==> src/rtl/useq_irqc_if.sv <==
// useq_irqc_if: core/host side bundle of the useq interrupt controller.
// Carries the config register port and the req/vector + ack/done handshake.
//
// Ports (signals):
//   cfg_we, cfg_re, cfg_addr, cfg_wdata  -> controller (register access)
//   cfg_rdata                            <- controller (registered read data)
//   irq_req, irq_id, irq_vect            <- controller (request to core)
//   irq_ack, irq_done                    -> controller (core handshake)
//   in_service                           <- controller (ISR active)
// Modports: master = core/host side, slave = controller side.
interface useq_irqc_if #(
    parameter int N_CH = 8,
    parameter int VW   = 8,
    parameter int IDW  = 4
);
    logic            cfg_we;
    logic            cfg_re;
    logic [1:0]      cfg_addr;
    logic [N_CH-1:0] cfg_wdata;
    logic [N_CH-1:0] cfg_rdata;
    logic            irq_req;
    logic [IDW-1:0]  irq_id;
    logic [VW-1:0]   irq_vect;
    logic            irq_ack;
    logic            irq_done;
    logic            in_service;

    modport master (
        output cfg_we,
        output cfg_re,
        output cfg_addr,
        output cfg_wdata,
        input  cfg_rdata,
        input  irq_req,
        input  irq_id,
        input  irq_vect,
        output irq_ack,
        output irq_done,
        input  in_service
    );

    modport slave (
        input  cfg_we,
        input  cfg_re,
        input  cfg_addr,
        input  cfg_wdata,
        output cfg_rdata,
        output irq_req,
        output irq_id,
        output irq_vect,
        input  irq_ack,
        input  irq_done,
        output in_service
    );
endinterface

==> src/rtl/useq_irqc.sv <==
// useq_irqc: N_CH-channel interrupt controller for the useq microsequencer.
// Synchronises raw request lines, latches edge/level pendings, and presents
// the lowest-index enabled pending as a request/vector with ack/done.
//
// Ports:
//   clk    - system clock, rising edge
//   rst    - asynchronous active-high reset
//   i_irq  - raw asynchronous request lines (N_CH)
//   bus    - useq_irqc_if.slave: config registers + core handshake
//            cfg_addr: 0=ENABLE 1=MODE(1=edge) 2=POLARITY(1=active-low)
//                      3=PENDING (write-1-to-clear, edge bits only)
module useq_irqc #(
    parameter int              N_CH        = 8,
    parameter int              VW          = 8,
    parameter logic [VW-1:0]   VECT_BASE   = 'hF0,
    parameter int              VECT_STRIDE = 2,
    parameter int              SYNC_STAGES = 2,
    parameter int              IDW         = 4
) (
    input  logic            clk,
    input  logic            rst,
    input  logic [N_CH-1:0] i_irq,
    useq_irqc_if.slave      bus
);

    typedef enum logic [1:0] {
        ST_IDLE   = 2'd0,
        ST_REQ    = 2'd1,
        ST_ACTIVE = 2'd2
    } state_t;

    localparam logic [1:0] A_ENABLE  = 2'd0;
    localparam logic [1:0] A_MODE    = 2'd1;
    localparam logic [1:0] A_POL     = 2'd2;
    localparam logic [1:0] A_PENDING = 2'd3;

    state_t          r_state;
    state_t          w_state_nxt;

    logic [N_CH-1:0] r_sync [SYNC_STAGES];
    logic [N_CH-1:0] r_en;
    logic [N_CH-1:0] r_mode;
    logic [N_CH-1:0] r_pol;
    logic [N_CH-1:0] r_sprev;
    logic [N_CH-1:0] r_pend;
    logic [N_CH-1:0] r_rdata;
    logic [IDW-1:0]  r_id;
    logic [VW-1:0]   r_vect;
    logic            r_req;
    logic            r_insvc;

    logic [N_CH-1:0] w_sync;
    logic [N_CH-1:0] w_s;
    logic [N_CH-1:0] w_rise;
    logic [N_CH-1:0] w_elig;
    logic [N_CH-1:0] w_id_oh;
    logic [N_CH-1:0] w_w1c;
    logic [N_CH-1:0] w_clr;
    logic [N_CH-1:0] w_pend_nxt;
    logic [IDW-1:0]  w_win;
    logic [VW-1:0]   w_win_vect;
    logic            w_any;
    logic            w_lat_elig;
    logic            w_take;
    logic            w_wr_en;
    logic            w_wr_mode;
    logic            w_wr_pol;
    logic            w_wr_pend;

    assign w_wr_en   = bus.cfg_we && (bus.cfg_addr == A_ENABLE);
    assign w_wr_mode = bus.cfg_we && (bus.cfg_addr == A_MODE);
    assign w_wr_pol  = bus.cfg_we && (bus.cfg_addr == A_POL);
    assign w_wr_pend = bus.cfg_we && (bus.cfg_addr == A_PENDING);

    // Input synchroniser chain
    always_ff @(posedge clk or posedge rst) begin
        if (rst) begin
            for (int i = 0; i < SYNC_STAGES; i++) begin
                r_sync[i] <= '0;
            end
        end else begin
            r_sync[0] <= i_irq;
            for (int i = 1; i < SYNC_STAGES; i++) begin
                r_sync[i] <= r_sync[i-1];
            end
        end
    end

    assign w_sync = r_sync[SYNC_STAGES-1];
    assign w_s    = w_sync ^ r_pol;
    assign w_rise = w_s & ~r_sprev;
    assign w_elig = r_pend & r_en;

    // A polarity change reloads s_prev with the new adjusted level so the
    // flip itself is never mistaken for an edge.
    always_ff @(posedge clk or posedge rst) begin
        if (rst) begin
            r_sprev <= '0;
        end else if (w_wr_pol) begin
            r_sprev <= w_sync ^ bus.cfg_wdata;
        end else begin
            r_sprev <= w_s;
        end
    end

    // Lowest index wins: scan downward so the last hit is the lowest.
    always_comb begin
        w_win = '0;
        w_any = 1'b0;
        for (int i = N_CH - 1; i >= 0; i--) begin
            if (w_elig[i]) begin
                w_win = IDW'(i);
                w_any = 1'b1;
            end
        end
    end

    assign w_win_vect = VECT_BASE + VW'(VECT_STRIDE) * VW'(w_win);

    always_comb begin
        w_id_oh = '0;
        for (int i = 0; i < N_CH; i++) begin
            w_id_oh[i] = (r_id == IDW'(i));
        end
    end

    assign w_lat_elig = |(w_elig & w_id_oh);

    // FSM state register
    always_ff @(posedge clk or posedge rst) begin
        if (rst) begin
            r_state <= ST_IDLE;
        end else begin
            r_state <= w_state_nxt;
        end
    end

    // FSM next state; ack beats a same-cycle loss of eligibility
    always_comb begin
        w_state_nxt = r_state;
        w_take      = 1'b0;
        unique case (r_state)
            ST_IDLE: begin
                if (w_any) begin
                    w_state_nxt = ST_REQ;
                end
            end
            ST_REQ: begin
                if (bus.irq_ack) begin
                    w_state_nxt = ST_ACTIVE;
                    w_take      = 1'b1;
                end else if (!w_lat_elig) begin
                    w_state_nxt = ST_IDLE;
                end
            end
            ST_ACTIVE: begin
                if (bus.irq_done) begin
                    w_state_nxt = ST_IDLE;
                end
            end
            default: begin
                w_state_nxt = ST_IDLE;
            end
        endcase
    end

    // Request outputs registered from the next state so they track r_state
    always_ff @(posedge clk or posedge rst) begin
        if (rst) begin
            r_req   <= 1'b0;
            r_insvc <= 1'b0;
        end else begin
            r_req   <= (w_state_nxt == ST_REQ);
            r_insvc <= (w_state_nxt == ST_ACTIVE);
        end
    end

    // id/vector only move on the IDLE->REQ transition, frozen otherwise
    always_ff @(posedge clk or posedge rst) begin
        if (rst) begin
            r_id   <= '0;
            r_vect <= '0;
        end else if (r_state == ST_IDLE && w_any) begin
            r_id   <= w_win;
            r_vect <= w_win_vect;
        end
    end

    // Edge bits: sticky, set beats clear. Level bits: follow s directly.
    assign w_w1c      = w_wr_pend ? (bus.cfg_wdata & r_mode) : '0;
    assign w_clr      = w_w1c | (w_take ? (w_id_oh & r_mode) : '0);
    assign w_pend_nxt = (r_mode & (w_rise | (r_pend & ~w_clr)))
                      | (~r_mode & w_s);

    always_ff @(posedge clk or posedge rst) begin
        if (rst) begin
            r_pend <= '0;
        end else begin
            r_pend <= w_pend_nxt;
        end
    end

    // Config registers
    always_ff @(posedge clk or posedge rst) begin
        if (rst) begin
            r_en   <= '0;
            r_mode <= '0;
            r_pol  <= '0;
        end else begin
            if (w_wr_en) begin
                r_en <= bus.cfg_wdata;
            end
            if (w_wr_mode) begin
                r_mode <= bus.cfg_wdata;
            end
            if (w_wr_pol) begin
                r_pol <= bus.cfg_wdata;
            end
        end
    end

    // Registered read port, holds its value between reads
    always_ff @(posedge clk or posedge rst) begin
        if (rst) begin
            r_rdata <= '0;
        end else if (bus.cfg_re) begin
            case (bus.cfg_addr)
                A_ENABLE:  r_rdata <= r_en;
                A_MODE:    r_rdata <= r_mode;
                A_POL:     r_rdata <= r_pol;
                default:   r_rdata <= r_pend;
            endcase
        end
    end

    assign bus.cfg_rdata  = r_rdata;
    assign bus.irq_req    = r_req;
    assign bus.irq_id     = r_id;
    assign bus.irq_vect   = r_vect;
    assign bus.in_service = r_insvc;

endmodule

==> src/flat_wrapper.sv <==
// flat-port wrapper written by rule: the top's interface ports become plain ports
module useq_irqc_flat 
#(
    parameter int              N_CH        = 8,
    parameter int              VW          = 8,
    parameter logic [VW-1:0]   VECT_BASE   = 'hF0,
    parameter int              VECT_STRIDE = 2,
    parameter int              SYNC_STAGES = 2,
    parameter int              IDW         = 4
)
  (clk, rst, i_irq, bus_cfg_we, bus_cfg_re, bus_cfg_addr, bus_cfg_wdata, bus_cfg_rdata, bus_irq_req, bus_irq_id, bus_irq_vect, bus_irq_ack, bus_irq_done, bus_in_service);
  useq_irqc_if #(.N_CH(N_CH), .VW(VW), .IDW(IDW)) bus_i ();
  input  logic clk;
  input  logic rst;
  input  logic [N_CH-1:0] i_irq;
  input wire logic [$bits(bus_i.cfg_we)-1:0] bus_cfg_we;
  input wire logic [$bits(bus_i.cfg_re)-1:0] bus_cfg_re;
  input wire logic [$bits(bus_i.cfg_addr)-1:0] bus_cfg_addr;
  input wire logic [$bits(bus_i.cfg_wdata)-1:0] bus_cfg_wdata;
  output wire logic [$bits(bus_i.cfg_rdata)-1:0] bus_cfg_rdata;
  output wire logic [$bits(bus_i.irq_req)-1:0] bus_irq_req;
  output wire logic [$bits(bus_i.irq_id)-1:0] bus_irq_id;
  output wire logic [$bits(bus_i.irq_vect)-1:0] bus_irq_vect;
  input wire logic [$bits(bus_i.irq_ack)-1:0] bus_irq_ack;
  input wire logic [$bits(bus_i.irq_done)-1:0] bus_irq_done;
  output wire logic [$bits(bus_i.in_service)-1:0] bus_in_service;
  assign bus_i.cfg_we = bus_cfg_we;
  assign bus_i.cfg_re = bus_cfg_re;
  assign bus_i.cfg_addr = bus_cfg_addr;
  assign bus_i.cfg_wdata = bus_cfg_wdata;
  assign bus_cfg_rdata = bus_i.cfg_rdata;
  assign bus_irq_req = bus_i.irq_req;
  assign bus_irq_id = bus_i.irq_id;
  assign bus_irq_vect = bus_i.irq_vect;
  assign bus_i.irq_ack = bus_irq_ack;
  assign bus_i.irq_done = bus_irq_done;
  assign bus_in_service = bus_i.in_service;
  useq_irqc #(.N_CH(N_CH), .VW(VW), .VECT_BASE(VECT_BASE), .VECT_STRIDE(VECT_STRIDE), .SYNC_STAGES(SYNC_STAGES), .IDW(IDW)) u_core (.clk(clk), .rst(rst), .i_irq(i_irq), .bus(bus_i));
endmodule
==> config.mk <==
export PLATFORM = sky130hd
export DESIGN_NAME = useq_irqc_flat
export DESIGN_NICKNAME = d
export VERILOG_FILES = /design/src/rtl/useq_irqc_if.sv /design/src/rtl/useq_irqc.sv /design/src/flat_wrapper.sv
export SDC_FILE = /design/constraint.sdc
export NUM_CORES = 1
export LEC_CHECK = 0
export BUFFER_PORTS_ARGS = -buffer_cell sky130_fd_sc_hd__buf_4
export CAP_MARGIN = 20
export CORE_UTILIZATION = 61
export CTS_CLUSTER_SIZE = 16
export DETAILED_ROUTE_END_ITERATION = 8
export PLACE_DENSITY_LB_ADDON = 0.3
export RECOVER_POWER = 100
export SETUP_SLACK_MARGIN = 0.4
export SYNTH_ARGS = -nofsm -noshare
export SYNTH_HDL_FRONTEND = slang
export SYNTH_SLANG_ARGS = --single-unit
==> constraint.sdc <==
create_clock -name clk -period 3.4 [get_ports clk]
set_input_delay 0.17 -clock clk [delete_from_list [all_inputs] [get_ports clk]]
set_output_delay 0.17 -clock clk [all_outputs]
set_load 0.05 [all_outputs]
# Yosys cells after proc, flatten, opt, wreduce, memory -nomap -nowiden
# Cells that the tools add are included.
[totals]
register_bits = 80
input_bits = 24
out_inout_bits = 22
word_cells = 80
[classes]
addsub = 1
eq_ne = 14
n_mux = 27
bitwise_logic = 16
n_reduce_logical = 9
[op_table]
columns = ["cell", "n"]
rows = [
  ["$and A8 B8 Y8", 8],
  ["$mux W3", 8],
  ["$mux W8", 3],
  ["$not A8 Y8", 3],
  ["$or A8 B8 Y8", 3],
  ["$pmux W8 S3", 1],
  ["$eq A4 B3 Y1 const B", 4],
  ["$xor A8 B8 Y8", 2],
  ["$mux W1", 10],
  ["$eq A2 B2 Y1 const B", 4],
  ["$eq A4 B2 Y1 const B", 2],
  ["$mux W2", 4],
  ["$reduce_or A8 Y1", 1],
  ["$add A5 B5 Y6 const A", 1],
  ["$eq A2 B1 Y1 const B", 3],
  ["$pmux W2 S3", 1],
  ["$logic_and A1 B1 Y1", 5],
  ["$eq A4 B1 Y1 const B", 1],
  ["$logic_not A2 Y1", 2],
  ["$logic_not A4 Y1", 1],
]

# Logic depth before layout (Yosys ltp)
[depth]
ltp_word = 12
depth_mapped = 5
depth_no_buf = 4

# Worst setup path after synthesis
# OpenSTA, ideal clock, no wires.
[synth_timing]
kind = "register to register"
startpoint = "register u_core.bus.irq_vect[1] (netlist name)"
endpoint = "register u_core.r_req (netlist: u_core.bus.irq_req)"
setup_time_ns = 0.137
arrival_time_ns = 1.398
slack_ns = 1.865
path_stages_with_launch = 5
path_buffers = 1
path_cell_list = "dfrtp_1 clkbuf_1 o21ai_0 o2111ai_1 nand3_1"
[synth_rtl]
columns = ["item", "line", "rtl"]
rows = [
  ["to (signal assigned)", "useq_irqc.sv:173", "r_req <= (w_state_nxt == ST_REQ);"],
  ["to (decl)", "useq_irqc.sv:49", "logic r_req;"],
]

# Worst setup path in the final report
[layout_timing]
startpoint = "input bus_cfg_addr[0]"
endpoint = "register u_core.r_en[5]"
[layout_between]
elab_chain_len = 2
[layout_lines]
columns = ["item", "line", "rtl"]
rows = [
  ["from (decl)", "flat_wrapper.sv:18", "input wire logic [$bits(bus_i.cfg_addr)-1:0] bus_cfg_addr;"],
  ["$logic_not A2 Y1", "useq_irqc.sv:70", "assign w_wr_en = bus.cfg_we && (bus.cfg_addr == A_ENABLE);"],
  ["$logic_and A1 B1 Y1", "useq_irqc.sv:70", ""],
  ["to (signal assigned)", "useq_irqc.sv:211", "r_en <= bus.cfg_wdata;"],
  ["to (decl)", "useq_irqc.sv:41", "logic [N_CH-1:0] r_en;"],
]
# Every way passes these cells.
# A chain may end at the register's enable or synchronous reset.

==> out/results.tsv <==
stage	metric	value	unit
synth	most frequent cells after synthesis	dfrtp_1 (72), nand2_1 (34), mux2_2 (16)	
routing	met3 wire len	376	um
placement	Post-DP Area	3470	sq um
placement	global placer's final weighted congestion	0.962	
routing	DR WL met2	2840	um
clock_network	post_cts resized	0	
die	DIE AREA	5420	sq um
synth	cell count after synthesis	237	
pwr	sequential share of power	45.4	%
job	Max Cap Violations	1	
final_layout	Multi-input gate area	1200	sq um
sta	setup ws final	1.12	ns
synth	share of the synthesized area in the top cell type	57.6	%
setup_path	Worst Path Arrival	2.51	ns
routing	Vias	2078	
routing	Post-DRT Antenna Nets	0	
sta	slew margin rel.	-31.5	%
routing	Max Used Layer	met4	
synth	count of cell types in the netlist	34	
clock_network	CTS sink count	72	
pwr	PnR Total Power	0.00272	W
routing	Vias per Instance	5.74	
clock_network	clock buffer depth	2	
synth	mux cell area share after synthesis	18.7	%
pwr	Switching Share	39.6	%
final_layout	Layout Cells excl Fill	362	
global_route	Global Route Usage Sum	25.6	%
placement	Placed Cells	337	
synth	Post-Synth XOR/XNOR Area	2.24	%
routing	wire per inst	16.6	um
synth	Area contributors post-synth	dfrtp_1 (58%), mux2_2 (5.8%), mux4_2 (5.8%)	
synth	Synth area leader	dfrtp_1	
global_route	largest net degree at the start of global routing	29	
synth	Post-synth EDFFs	0	
routing	# DRC	0	
pwr	NetSw	0.00108	W
final_layout	share of layout cells above drive strength 1	22.7	%
sta	max-slew violation count	9	
global_route	initial antenna violation count	0	
final_layout	Final Instance Area	3630	sq um
placement	Setup Slack @ Placement	1.79	ns
sta	Final Hold Viols	0	
die	Die H	73.6	um
placement	dpl hpwl	4230	um
global_route	vias in the first global route	1937	
sta	min Tclk post-route	2.28	ns
clock_network	number of H-tree levels	3	
synth	Yosys reg bits	72	
final_layout	Filler Cell Count	356	
clock_network	clock-pin slew on the worst setup and hold paths	0.08	ns
die	Initial Util	65.0	%
setup_path	crit-path max FO	12	
pwr	Int Pwr	0.00164	W
setup_path	CP max-delay cell	nor3b_1	
sta	Max Clk Rate	439	MHz
pwr	power share of the combinational group	31.6	%
setup_path	CP bufs+invs	1	
synth	Post-synth ARST share	100	%
synth	Cell Area, Synth	3130	sq um
pwr	Clock power frac	23.0	%
synth	syn avg cell area	13.2	sq um
pwr	leakage power	1.59	nW
sta	RSZ-0062 raised after global routing	false	
hold_path	Hold Path Class	primary input to flop	
synth	Post-Synth Simple-Gate Area	8.91	%
setup_path	worst stage delay on the critical path	1.64	ns
synth	yosys warns	0	
final_layout	Final nets	314	
placement	IO Port Bufs	43	
final_layout	Area growth syn-to-layout	16.1	%
setup_path	crit-path leading delay family	simple AND/OR/NAND/NOR gates	
routing	DRT Pass-1 Iters	4	
sta	Tcrit/Tclk final	67.1	%
sta	Least-Margin Pin Slew	1.97	ns
setup_path	Critical Path Source Type	primary input	
outcome	failing checks	max-capacitance violations, max-slew violations	
clock_network	CTS root buf	clkbuf_8	
routing	initial drt markers	218	
setup_path	WP data required	3.63	ns
routing	total wire length	6010	um
die	Core ar.	4820	sq um
die	Ports	46	
setup_path	Setup CP Type	primary input to flop	
die	Die W	73.6	um
final_layout	Sequential Area	1800	sq um
clock_network	TritonCTS clock tree	done	
synth	Compound-Gate Fraction of Synth Area	9.35	%
die	cell row count	25	
sta	final setup violation count	0	
synth	Top FF cell, synth	dfrtp_1	
outcome	status	complete, but fails checks	
setup_path	Crit. End Element	flop	
pwr	Max IR drop VDD	427	uV
sta	final setup TNS	0	ns
synth	largest family of logic cells by synthesized area	multiplexers	
global_route	first-pass GRT wire length	9720	um
routing	routed metal-1 wirelength	2730	um
synth	sequential fraction of the synthesis area	57.6	%
global_route	grt ovf	0	
clock_network	worst-skew pair later-pin latency	0.35	ns
synth	adder-cell share of the synthesized area	0	%
final_layout	diode count	0	
sta	clock skew	0.00999	ns
pwr	PwrDens	748	nW/um^2
synth	count leader, synth	dfrtp_1	
setup_path	Critical Path, Cell by Cell	clkbuf_1 > nor3b_1 > mux2_4	
clock_network	total CTS buffers	9	
placed cells by master, fill, tap and decap left out:
cell type / n
nand3_2: 1
a31oi_1: 1
clkbuf_1: 22
o211ai_1: 2
inv_1: 3
and2_1: 1
o31ai_1: 1
mux2_2: 8
inv_6: 3
dlygate4sd3_1: 9
mux4_2: 8
buf_4: 14
a22o_2: 1
mux2_1: 16
dfrtp_1: 72
nand3b_1: 3
o21ai_0: 10
mux2_4: 9
clkbuf_8: 10
nand2_1: 34
nand2b_1: 1
conb_1: 2
nor2_1: 6
clkinvlp_4: 3
nor3b_1: 2
o221ai_1: 1
nor2b_1: 1
xor2_1: 8
nand3_1: 9
a41o_1: 8
a21oi_1: 11
a21o_2: 1
o2111ai_1: 2
clkbuf_4: 9
and3_1: 1
a22oi_1: 2
per-stage QoR:
stage	hold WS [ns]	util, %
floorplan	0.201	-
global placement	0.239	72.0
detailed placement	0.241	72.0
CTS	0.0506	77.8
global route	0.0489	75.4
finish	0.0645	75.4
kinds of logic (layout without fill, tap and decap cells):
group                  count (synthesis)  after routing
flip-flops                            72             72
AND/OR/NAND/NOR                       59             59
multiplexers                          41             41
AO/OA/AOI/OAI                         40             40
buffers and inverters                 16             73
XOR/XNOR                               8              8
other                                  1              2
timing repair:
| item | in CTS | in global routing |
|---|---|---|
| buffers inserted | 0 | 0 |
| hold buffers | 9 | 0 |
| endpoints found under the hold margin | 33 | 0 |
worst reg2reg max path: cells and delay by family, from the launching register on:
kind	cells	cell delay, ns
and+or+nand+nor	1	0.12
AOI/OAI and AO/OA	2	0.94
muxes	1	0.35
DFF	1	0.42
per-layer routing:
metal	vias up	global-route usage (%)
met2	75	37.2
met5	-	0
met3	8	9.05
met4	0	8.55
met1	1031	36.3
li1	964	-
sequential cells by signal, summed over array words and instances, names as in the netlist:
name	cells
u_core.r_state	2
u_core.bus.cfg_rdata	8
u_core.bus.in_service	1
u_core.r_sprev	8
u_core.bus.irq_vect	4
u_core.r_sync	8
u_core.r_mode	8
u_core.r_pend	8
u_core.bus.irq_req	1
u_core.w_sync	8
u_core.r_pol	8
u_core.r_en	8
final cells by class:
type,count,share of cell area [%]
timing repair buffer,54,9.50
inverter,3,0.310
multi-input combinational,150,33.2
sequential,72,49.6
tap,67,2.31
clock buffer,10,3.79
clock inverter,6,1.34
power groups by stage:
stage / Clock [W] / Combinational (W) / Sequential, W
after floorplan: 0 / 0.000538 / 0.00140
after global placement: 0 / 0.000923 / 0.00124
after detailed placement: 0 / 0.000946 / 0.00125
after CTS: 0.000641 / 0.000956 / 0.00123
after global routing: 0.000676 / 0.000923 / 0.00127
final: 0.000625 / 0.000860 / 0.00123
worst paths after layout:
check	startpoint	to	slack (ns)	cells after the start
max in group asynchronous	rst	u_core.r_pol[4]	1.38	4
min in group asynchronous	rst	u_core.r_sync[9]	0.59	3
max reg2reg	u_core.r_pend[3]	u_core.bus.irq_vect[1]	1.46	4
min reg2reg	u_core.r_sync[12]	u_core.w_sync[4]	0.34	0
min	bus_cfg_wdata[0]	u_core.r_mode[0]	0.06	2
max	bus_cfg_addr[0]	u_core.r_en[5]	1.12	3
No activity file was read; power rests on OpenSTA's default activity.
